===== src/rtl/flush_ctrl.sv =====
// flush_ctrl: pipeline flush and fetch redirect on exception or ertn commit.
// It counts outstanding instruction requests. When a flush event arrives it
// blocks new fetches and discards responses still in flight. Once the bus is
// quiet, it offers the restart PC to fetch.
//
// Handshake semantics: redirect_valid/fs_redirect_ack follow strict
// valid/ready rules. redirect_valid rises without waiting for ack.
// redirect_pc is held constant while redirect_valid is high. The transfer
// completes on the rising clk edge where both are high. The bus handshakes
// inst_req_hs/inst_resp_hs arrive as already-completed transfers (one per
// cycle when high).
module flush_ctrl #(
  parameter int OSTD_W   = 3,
  parameter int MAX_OSTD = 4   // must not exceed 2**OSTD_W - 1
) (
  input  logic        clk,
  input  logic        resetn,
  input  logic        ws_ex,
  input  logic        ws_ertn,
  input  logic [31:0] ex_entry,
  input  logic [31:0] ex_era,
  input  logic        inst_req_hs,
  input  logic        inst_resp_hs,
  input  logic        fs_redirect_ack,
  output logic        flush_out,
  output logic        req_block,
  output logic        fs_discard,
  output logic        redirect_valid,
  output logic [31:0] redirect_pc,
  output logic        busy,
  output logic [1:0]  state_dbg
);

  typedef enum logic [1:0] {
    IDLE     = 2'd0,
    DRAIN    = 2'd1,
    REDIRECT = 2'd2
  } state_t;

  state_t              state, state_nxt;
  logic [OSTD_W-1:0]   ostd, ostd_nxt;
  logic [31:0]         target, target_nxt;
  logic                flush_evt;
  logic                take_evt;

  assign flush_evt = ws_ex | ws_ertn;
  // Events are only honoured in IDLE; later ones belong to squashed instructions.
  assign take_evt  = (state == IDLE) && flush_evt;

  // Next outstanding count: saturate at both ends, simultaneous req+resp cancel.
  always_comb begin
    ostd_nxt = ostd;
    if (inst_req_hs && !inst_resp_hs) begin
      if (ostd != OSTD_W'(MAX_OSTD)) ostd_nxt = ostd + 1'b1;
    end else if (inst_resp_hs && !inst_req_hs) begin
      if (ostd != '0) ostd_nxt = ostd - 1'b1;
    end
  end

  // Next-state and target selection; ws_ex wins over ws_ertn.
  always_comb begin
    state_nxt  = state;
    target_nxt = target;
    case (state)
      IDLE: begin
        if (flush_evt) begin
          target_nxt = ws_ex ? ex_entry : ex_era;
          state_nxt  = (ostd_nxt != '0) ? DRAIN : REDIRECT;
        end
      end
      DRAIN: begin
        if (ostd_nxt == '0) state_nxt = REDIRECT;
      end
      REDIRECT: begin
        if (fs_redirect_ack) state_nxt = IDLE;
      end
      default: state_nxt = IDLE;
    endcase
  end

  // State, counter, target and the registered flush pulse.
  always_ff @(posedge clk or negedge resetn) begin
    if (!resetn) begin
      state     <= IDLE;
      ostd      <= '0;
      target    <= '0;
      flush_out <= 1'b0;
    end else begin
      state     <= state_nxt;
      ostd      <= ostd_nxt;
      target    <= target_nxt;
      flush_out <= take_evt;
    end
  end

  // Output decode. req_block is gated by resetn so that it also reads 0
  // while reset is held, even with an event input high.
  always_comb begin
    req_block      = resetn && (take_evt || (state != IDLE));
    fs_discard     = (state == DRAIN);
    redirect_valid = (state == REDIRECT);
    redirect_pc    = target;
    busy           = (state != IDLE);
    state_dbg      = state;
  end

endmodule

===== config.mk =====
export PLATFORM = sky130hd
export DESIGN_NAME = flush_ctrl
export DESIGN_NICKNAME = d
export VERILOG_FILES = /design/src/rtl/flush_ctrl.sv
export SDC_FILE = /design/constraint.sdc
export NUM_CORES = 1
export LEC_CHECK = 0
export BUFFER_PORTS_ARGS = -buffer_cell sky130_fd_sc_hd__buf_2
export CORE_ASPECT_RATIO = 1.1
export CORE_MARGIN = 8
export CORE_UTILIZATION = 44
export DETAILED_ROUTE_END_ITERATION = 7
export GPL_TIMING_DRIVEN = 0
export PLACE_DENSITY = 0.76
export SYNTH_ARGS = -nofsm -noshare
export SYNTH_HDL_FRONTEND = slang
export SYNTH_SLANG_ARGS = --single-unit
export TNS_END_PERCENT = 30

===== constraint.sdc =====
create_clock -name clk -period 1.83 [get_ports clk]
set_input_delay 0.0915 -clock clk [delete_from_list [all_inputs] [get_ports clk]]
set_output_delay 0.0915 -clock clk [all_outputs]
set_load 0.01 [all_outputs]

==> flow_metrics.env, run 1 <==
export IMPL_ys_seq_elements=38
export IMPL_cap_violations=0
export IMPL_drt_pass1_iterations=4
export IMPL_synth_cell_type_count=28
export IMPL_post_cts_buffers=0
export IMPL_ant_nets=0
export IMPL_grt_pass1_vias=1798
export IMPL_r2r_cells=6
export IMPL_grt_first_pass_wirelength_um=8090
export IMPL_power_density_nw_per_um2=1440
export IMPL_rows=25
export IMPL_r2r_end="state_dbg[0]"
export IMPL_clockRootBuffer="clkbuf_8"
export IMPL_cts_tree="done"
export IMPL_synth_top_family_by_area="multiplexers"
export IMPL_ys_seq_area_share_pct=49.5
export IMPL_cts_max_level=2
export IMPL_synthSimpleGateAreaFrac_pct=12.0
export IMPL_hold_path_class="input pin to register"
export IMPL_clockBufferDepth=2
export IMPL_numCtsBuffers=5
export IMPL_cpPeakStageDelay_ns=0.40
export IMPL_worstSetupPathType="register to register"
export IMPL_grt_max_degree=40
export IMPL_r2r_setup_slack_ns=0.16
export IMPL_crit_chain="inv_1, ha_1, nor4bb_1, o21a_1, a211oi_2, o31a_1"
export IMPL_p_leak_nw=1.36
export IMPL_synthTopCellsByArea="dfrtp_1 50%, mux2i_1 17%, a21oi_1 8.6%"
export IMPL_fp_dieW_um=79.0
export IMPL_post_route_period_util_pct=91.2
export IMPL_drc=0
export IMPL_synth_compound_area_share_pct=13.0
export IMPL_fp_coreArea_um2=4250
export IMPL_die_height_um=85.3
export IMPL_clk_latency_ns=0.28
export IMPL_start_util_pct=45.1
export IMPL_post_route_min_period_ns=1.67
export IMPL_synthToLayoutAreaGrowth_pct=35.9
export IMPL_setup_viol=0
export IMPL_peakVddDrop_v=0.000629
export IMPL_grt_ovfl_total=0
export IMPL_vias=1691
export IMPL_drtIter0Drc=28
export IMPL_relSlewSlack_pct=65.6
export IMPL_avgSynthCellArea_um2=10.5
export IMPL_cp_arrival_ns=1.84
export IMPL_rsz0062_at_grt="no"
export IMPL_antenna_found_initial=0
export IMPL_worstHoldStart="inst_resp_hs"
export IMPL_fin_skew_ns=0.00302
export IMPL_hpwlAfterDp_um=4020
export IMPL_status="finished, final reports clean"
export IMPL_worstHoldEndpoint="ostd[2]"
export IMPL_hold_viol=0
export IMPL_final_cell_mix="112 x buf_2, 38 x dfrtp_1, 37 x nor2_1"
export IMPL_clock_sinks=38
export IMPL_cp_slowest_cell="dfrtp_1"
export IMPL_yosys_area_top_type="dfrtp_1"
export IMPL_synth_xor_area_share_pct=0.456
export IMPL_synth_fa_ha_area_share_pct=1.95
export IMPL_die_area_um2=6740
export IMPL_drt_total_wl_um=4980
export IMPL_globalplace_congestion=0.758
export IMPL_worst_pin_slew_ns=0.516
export IMPL_antenna_cells=0
export IMPL_hold_ws_ns=0.0474
export IMPL_stdcell_area_um2=2610
export IMPL_avgRoutedWirePerCell_um=14.2
export IMPL_slew_violations=0
export IMPL_synth_top_area_share_pct=49.5
export IMPL_mappedNetlistNets=257
export IMPL_synthesis_area_um2=1920
export IMPL_placed_area_um2=2520
export IMPL_drive_gt1_share_pct=43.8
export IMPL_layout_commonest_cell="buf_2"
export IMPL_fin_setup_tns_ns=0
export IMPL_cp_start_kind="register"
export IMPL_hold_path_depth=2
export IMPL_end_kind="register"
export IMPL_path_clk_slew_ns=0.07
export IMPL_worstPathRequired_ns=2.00
export IMPL_synth_cells=183
export IMPL_r2r_start="ostd[0]"
export IMPL_final_nets=371
export IMPL_synth_area_mux_share_pct=17.8
export IMPL_n_fill_cell=376
export IMPL_io_buffers=106
export IMPL_cp_max_fo=4
export IMPL_ioPinCount=110
export IMPL_track_usage_pct=14.7
export IMPL_vias_per_cell=4.82
export IMPL_yosysWarnings=0
export IMPL_fmax_mhz=599
## cell usage after synthesis
cell and number:
a211o_1 1, a211oi_2 1, a21oi_1 33, a22oi_4 1, a311oi_1 1, buf_2 7, buf_4 3, buf_6 3
dfrtp_1 38, ha_1 3, inv_1 3, mux2_1 1, mux2i_1 33, nand2_1 2, nand2b_1 1, nand2b_4 1
nand3_1 2, nand4_1 1, nor2_1 37, nor2b_1 2, nor2b_4 1, nor3_1 1, nor4bb_1 1, o21a_1 1
o31a_1 2, o31ai_1 1, or2_1 1, xnor2_1 1
## layer usage
layer / share of wire (%) / GRT usage (%)
met5: 0 / 0
met4: 0.92 / 5.23
met3: 8.7 / 5.71
met2: 49 / 25.3
met1: 42 / 16.0
## repair_timing
| item | 4_1_cts | 5_1_grt |
|---|---|---|
| gates resized for setup | 0 | 1 |
| endpoints found under the hold margin | 38 | 0 |
| endpoints found under the setup margin | 0 | 1 |
| hold buffers | 1 | 0 |
## flip-flops by register name (all words and copies together), names as in the netlist
register / cells
redirect_pc: 32
ostd: 3
state_dbg: 2
flush_out: 1
## worst max path at each step
stage / start / end / slack [ns] / depth (start not counted)
after CTS: resetn / req_block / 0.04 / 4
after detailed placement: ostd[0] / state_dbg[0] / 0.16 / 6
after global placement: ostd[0] / state_dbg[0] / 0.20 / 6
after global routing: ostd[0] / state_dbg[0] / 0.05 / 6
final: ostd[0] / state_dbg[0] / 0.16 / 6
after floorplan: ostd[0] / state_dbg[0] / 0.29 / 6
## stage by stage
step           setup WS [ns]  total power [mW]  std cells  utilization [%]
3_5_place_dp           0.160              3.29        343             59.2
4_1_cts               0.0392              3.83        351             61.3
3_3_place_gp           0.195              3.23        343             59.2
6_report               0.161              3.76        351             61.4
2_1_floorplan          0.287              2.56        183                -
5_1_grt               0.0545              4.10        351             61.4
## layout make-up
cell class / instances / area, um2 / share of cell area, %
clock inverters: 2 / 10.0 / 0.384
plain buffers: 13 / 91.3 / 3.50
flip-flops and latches: 38 / 951 / 36.4
well taps: 54 / 67.6 / 2.59
inverters: 3 / 11.3 / 0.431
clock buffers: 5 / 68.8 / 2.64
multi-input cells: 129 / 867 / 33.2
repair buffers: 107 / 543 / 20.8
## cells by family after synthesis
logic type                 Yosys count
AOI/OAI and AO/OA                   41
buffers and inverters               16
muxes                               34
adders and majority gates            3
xor gates and xnor gates             1
DFF                                 38
and+or+nand+nor                     50
## critical path: cells and delay by family, from the launching register on
kind / cells / cell delay (ns)
fa+ha+maj: 1 / 0.26
flops: 1 / 0.40
compound gates: 3 / 0.53
simple gates: 1 / 0.29
buf+inv: 1 / 0.08
## power breakdown
| group | internal, mW | switching [mW] | total, mW |
|---|---|---|---|
| clock network | 0.255 | 0.265 | 0.521 |
| registers | 1.25 | 0.227 | 1.48 |
| logic | 0.781 | 0.984 | 1.76 |
| total | 2.28 | 1.48 | 3.76 |
Power figures use the tool's default switching activity.
==> run 2: changes to the inputs <==
--- a/config.mk
+++ b/config.mk
@@ -7,7 +7,7 @@
 export LEC_CHECK = 0
 export BUFFER_PORTS_ARGS = -buffer_cell sky130_fd_sc_hd__buf_2
 export CORE_ASPECT_RATIO = 1.1
-export CORE_MARGIN = 8
+export CORE_MARGIN = 4
 export CORE_UTILIZATION = 44
 export DETAILED_ROUTE_END_ITERATION = 7
 export GPL_TIMING_DRIVEN = 0
==> constraint.sdc (replaced) <==
create_clock -name clk -period 1.9 [get_ports clk]
set_input_delay 0.095 -clock clk [delete_from_list [all_inputs] [get_ports clk]]
set_output_delay 0.095 -clock clk [all_outputs]
set_load 0.01 [all_outputs]
==> flow_metrics.env, run 2 (synthesis results as in run 1) <==
export IMPL_cp_arrival_ns=1.88
export IMPL_vias=1706
export IMPL_clk_latency_ns=0.28
export IMPL_numCtsBuffers=5
export IMPL_post_route_min_period_ns=1.71
export IMPL_antenna_found_initial=0
export IMPL_end_kind="register"
export IMPL_globalplace_congestion=0.739
export IMPL_fin_skew_ns=0.00359
export IMPL_fin_total_pwr_mw=3.95
export IMPL_ant_nets=0
export IMPL_drt_total_wl_um=4730
export IMPL_worstHoldStart="inst_resp_hs"
export IMPL_drive_gt1_share_pct=44.0
export IMPL_grt_max_degree=40
export IMPL_avgRoutedWirePerCell_um=13.5
export IMPL_slew_violations=0
export IMPL_fmax_mhz=584
export IMPL_rows=24
export IMPL_start_util_pct=47.0
export IMPL_drc=0
export IMPL_vias_per_cell=4.87
export IMPL_cts_max_level=2
export IMPL_worstPathRequired_ns=2.07
export IMPL_hold_path_depth=2
export IMPL_combPwrFrac_pct=43.0
export IMPL_pwr_share_seq_pct=35.9
export IMPL_ioPinCount=110
export IMPL_hpwlAfterDp_um=3700
export IMPL_p_switching_mw=1.43
export IMPL_p_leak_nw=1.39
export IMPL_worst_pin_slew_ns=0.509
export IMPL_pwr_share_clk_pct=21.1
export IMPL_final_nets=371
export IMPL_clockRootBuffer="clkbuf_8"
export IMPL_setup_viol=0
export IMPL_power_density_nw_per_um2=1480
export IMPL_drtIter0Drc=59
export IMPL_synthToLayoutAreaGrowth_pct=39.1
export IMPL_io_buffers=106
export IMPL_placedCellCount=341
export IMPL_antenna_cells=0
export IMPL_clock_sinks=38
export IMPL_fp_dieW_um=71.0
export IMPL_hold_ws_ns=0.0523
export IMPL_grt_pass1_vias=1689
export IMPL_hold_viol=0
export IMPL_largest_reg_flops=32
export IMPL_die_height_um=77.3
export IMPL_cap_violations=0
export IMPL_cp_start_kind="register"
export IMPL_n_fill_cell=342
export IMPL_grt_first_pass_wirelength_um=7820
export IMPL_rsz0062_at_grt="no"
export IMPL_peakVddDrop_v=0.000752
export IMPL_die_area_um2=5490
export IMPL_status="finished, final reports clean"
export IMPL_worstHoldEndpoint="ostd[2]"
export IMPL_r2r_start="ostd[0]"
export IMPL_final_cell_mix="112 x buf_2, 38 x dfrtp_1, 37 x nor2_1"
export IMPL_p_sw_share_pct=36.3
export IMPL_r2r_setup_slack_ns=0.19
export IMPL_post_route_period_util_pct=90.2
export IMPL_r2r_end="state_dbg[0]"
export IMPL_track_usage_pct=17.6
export IMPL_worstSetupPathType="register to register"
export IMPL_layout_commonest_cell="buf_2"
export IMPL_relSlewSlack_pct=66.1
export IMPL_cts_tree="done"
export IMPL_grt_ovfl_total=0
export IMPL_fin_setup_tns_ns=0
export IMPL_drt_pass1_iterations=4
export IMPL_seqCellArea_um2=951
export IMPL_hold_path_class="input pin to register"
export IMPL_fp_coreArea_um2=4080
export IMPL_cp_max_fo=4
export IMPL_r2r_cells=6
export IMPL_clockBufferDepth=2
export IMPL_layout_cells_non_filler=350
export IMPL_multi_input_area_um2=867
export IMPL_intPower_mw=2.51
export IMPL_path_clk_slew_ns=0.07
run 2: cell types whose count changed in the layout (fill, tap and decap cells not counted), sizes merged:
cell and change:
bufinv +2, clkinv -2, clkbuf +1
run 2: how the worst max path moves through the flow:
stage	startpoint	to	slack (ns)
after floorplan	ostd[0]	state_dbg[0]	0.36
after global placement	ostd[0]	state_dbg[0]	0.27
after CTS	resetn	req_block	0.1
after global routing	ostd[1]	state_dbg[0]	0.06
after detailed placement	ostd[0]	state_dbg[0]	0.19
final	ostd[0]	state_dbg[0]	0.19
run 2: final cells by class:
type                       instances  area share [%]
multi-input combinational        129            32.5
sequential                        38            35.6
tap                               52            2.44
timing repair buffer             107            20.3
clock inverter                     2            2.25
inverter                           3           0.422
clock buffer                       6            3.09
buffer                            13            3.42
run 2: through the flow:
stage                     area [um2]  utilization, %  setup slack [ns]
after global placement          2520            61.6             0.266
final                           2670            65.4             0.187
after global routing            2670            65.4            0.0642
after floorplan                 1920               -             0.357
after detailed placement        2520            61.6             0.193
after CTS                       2670            65.3            0.0980
run 2: worst max-delay path, cell delays in order (launching register included):
cell and delay (ns):
dfrtp_1 0.41, inv_1 0.09, ha_1 0.26, inv_1 0.07
a311oi_1 0.34, a211oi_2 0.12, o31a_1 0.31
run 2: power groups by stage:
| stage | combinational (mW) | sequential (mW) | clock (mW) |
|---|---|---|---|
| after floorplan | 0.864 | 1.60 | 0 |
| after global placement | 1.68 | 1.41 | 0 |
| after CTS | 1.73 | 1.42 | 0.853 |
| after detailed placement | 1.73 | 1.43 | 0 |
| after global routing | 1.90 | 1.47 | 0.896 |
| final | 1.70 | 1.42 | 0.832 |
run 2: timing repair:
action	4_1_cts	5_1_grt
hold buffers	1	0
gates resized for setup	0	1
setup buffers	0	0
endpoints found under the hold margin	38	0
setup endpoints to repair	0	1
run 2: routing by layer:
metal	GRT usage (%)	up-vias	part of all wire, %
met4	4.51	0	1.1
met2	30.2	67	50
met1	21.3	775	40
met3	5.49	7	8.8
li1	-	857	-
met5	0	-	0
==> run 3: changes to the inputs <==
--- a/config.mk
+++ b/config.mk
@@ -6,7 +6,6 @@
 export NUM_CORES = 1
 export LEC_CHECK = 0
 export BUFFER_PORTS_ARGS = -buffer_cell sky130_fd_sc_hd__buf_2
-export CORE_ASPECT_RATIO = 1.1
 export CORE_MARGIN = 4
 export CORE_UTILIZATION = 44
 export DETAILED_ROUTE_END_ITERATION = 7
==> flow_metrics.env, run 3 (synthesis results as in run 1) <==
export IMPL_status="finished, final reports clean"
export IMPL_r2r_end="state_dbg[0]"
export IMPL_start_util_pct=46.7
export IMPL_critPathMostFrequentCell="inv_1"
export IMPL_drtIter0Drc=81
export IMPL_track_usage_pct=17.3
export IMPL_worstSetupPathType="register to register"
export IMPL_post_route_min_period_ns=1.68
export IMPL_n_fill_cell=358
export IMPL_path_clk_slew_ns=0.07
export IMPL_clk_latency_ns=0.28
export IMPL_cp_start_kind="register"
export IMPL_die_area_um2=5490
export IMPL_fin_setup_tns_ns=0
export IMPL_hold_path_depth=2
export IMPL_power_density_nw_per_um2=1400
export IMPL_avgRoutedWirePerCell_um=13.5
export IMPL_rsz0062_at_grt="no"
export IMPL_clockRootBuffer="clkbuf_8"
export IMPL_numCtsBuffers=5
export IMPL_largest_reg_flops=32
export IMPL_slew_violations=0
export IMPL_clockBufferDepth=2
export IMPL_r2r_setup_slack_ns=0.22
export IMPL_rows=23
export IMPL_cpPeakStageDelay_ns=0.40
export IMPL_p_leak_nw=1.37
export IMPL_post_cts_buffers=0
export IMPL_post_route_period_util_pct=88.2
export IMPL_worst_pin_slew_ns=0.522
export IMPL_drt_pass1_iterations=4
export IMPL_antenna_cells=0
export IMPL_grt_ovfl_total=0
export IMPL_final_nets=371
export IMPL_crit_chain="inv_1, ha_1, inv_1, a311oi_1, a211oi_2, o31a_1"
export IMPL_fp_dieW_um=74.1
export IMPL_fin_skew_ns=0.00730
export IMPL_fmax_mhz=597
export IMPL_globalplace_congestion=0.811
export IMPL_antenna_found_initial=0
export IMPL_end_kind="register"
export IMPL_relSlewSlack_pct=65.2
export IMPL_cp_arrival_ns=1.84
export IMPL_grt_max_degree=40
export IMPL_ant_nets=0
export IMPL_r2r_start="ostd[1]"
export IMPL_drc=0
export IMPL_cp_slowest_cell="dfrtp_1"
export IMPL_hold_viol=0
export IMPL_cap_violations=0
export IMPL_grt_first_pass_wirelength_um=7270
export IMPL_hpwlAfterDp_um=3700
export IMPL_cts_tree="done"
export IMPL_synthToLayoutAreaGrowth_pct=36.5
export IMPL_peakVddDrop_v=0.000853
export IMPL_cts_max_level=2
export IMPL_die_height_um=74.1
export IMPL_drive_gt1_share_pct=44.0
export IMPL_cp_max_fo=4
export IMPL_layout_commonest_cell="buf_2"
export IMPL_worstHoldEndpoint="ostd[2]"
export IMPL_fin_total_pwr_mw=3.67
export IMPL_setup_viol=0
export IMPL_drt_total_wl_um=4700
export IMPL_io_buffers=106
export IMPL_clock_sinks=38
export IMPL_vias=1691
export IMPL_vias_per_cell=4.86
export IMPL_grt_pass1_vias=1621
export IMPL_worstPathRequired_ns=2.07
export IMPL_hold_path_class="input pin to register"
export IMPL_worstHoldStart="inst_resp_hs"
export IMPL_fp_coreArea_um2=4120
export IMPL_final_cell_mix="112 x buf_2, 38 x dfrtp_1, 37 x nor2_1"
export IMPL_r2r_cells=6
export IMPL_ioPinCount=110
## run 3: area by class of cell
cell class                      count  area (um2)  area share [%]
Buffer                             13        91.3            3.48
Clock buffer                        6        82.6            3.15
Clock inverter                      2        12.5           0.477
Inverter                            3        11.3           0.430
Multi-Input combinational cell    129         867            33.1
Sequential cell                    38         951            36.3
Tap cell                           50        62.6            2.39
Timing Repair Buffer              107         543            20.7
## run 3: where the power goes
part           switching, mW  internal [mW]  total (mW)
combinational          0.941          0.753        1.69
sequential             0.215           1.20        1.42
clock                  0.268          0.291       0.559
total                   1.42           2.25        3.67
## run 3: per-stage QoR
| stage | hold slack [ns] | setup slack, ns | cells | utilization [%] | cell area (um2) |
|---|---|---|---|---|---|
| after global placement | 0.246 | 0.260 | 339 | 61.1 | 2510 |
| after floorplan | -0.201 | 0.357 | 183 | - | 1920 |
| after global routing | 0.0430 | 0.0942 | 348 | 63.7 | 2620 |
| after detailed placement | 0.249 | 0.220 | 339 | 61.1 | 2510 |
| final | 0.0435 | 0.224 | 348 | 63.7 | 2620 |
| after CTS | 0.0345 | 0.0898 | 348 | 63.6 | 2620 |
## run 3: timing repair
item | CTS | global route
endpoints found under the hold margin | 38 | 0
gates resized for setup | 0 | 1
setup endpoints to repair | 0 | 1
hold buffers | 1 | 0
## run 3: critical path: cells and delay by family, from the launching register on
kind / cells / cell delay (ns)
buffers and inverters: 2 / 0.16
AO/OA/AOI/OAI: 3 / 0.74
adder cells (fa/ha/maj): 1 / 0.26
flip-flops: 1 / 0.40
## run 3: how the worst max path moves through the flow
| stage | to | from |
|---|---|---|
| 2_1_floorplan | state_dbg[0] | ostd[0] |
| 3_3_place_gp | state_dbg[0] | ostd[1] |
| 3_5_place_dp | state_dbg[0] | ostd[1] |
| 4_1_cts | req_block | resetn |
| 5_1_grt | state_dbg[0] | ostd[1] |
| 6_report | state_dbg[0] | ostd[1] |
## run 3: layer usage
metal  up-vias  share of wire, %  GRT usage (%)
met5         -                 0              0
met4         0               1.5           6.24
met3         6               8.5           5.00
met2        61                51           30.7
met1       770                39           19.6
li1        854                 -              -
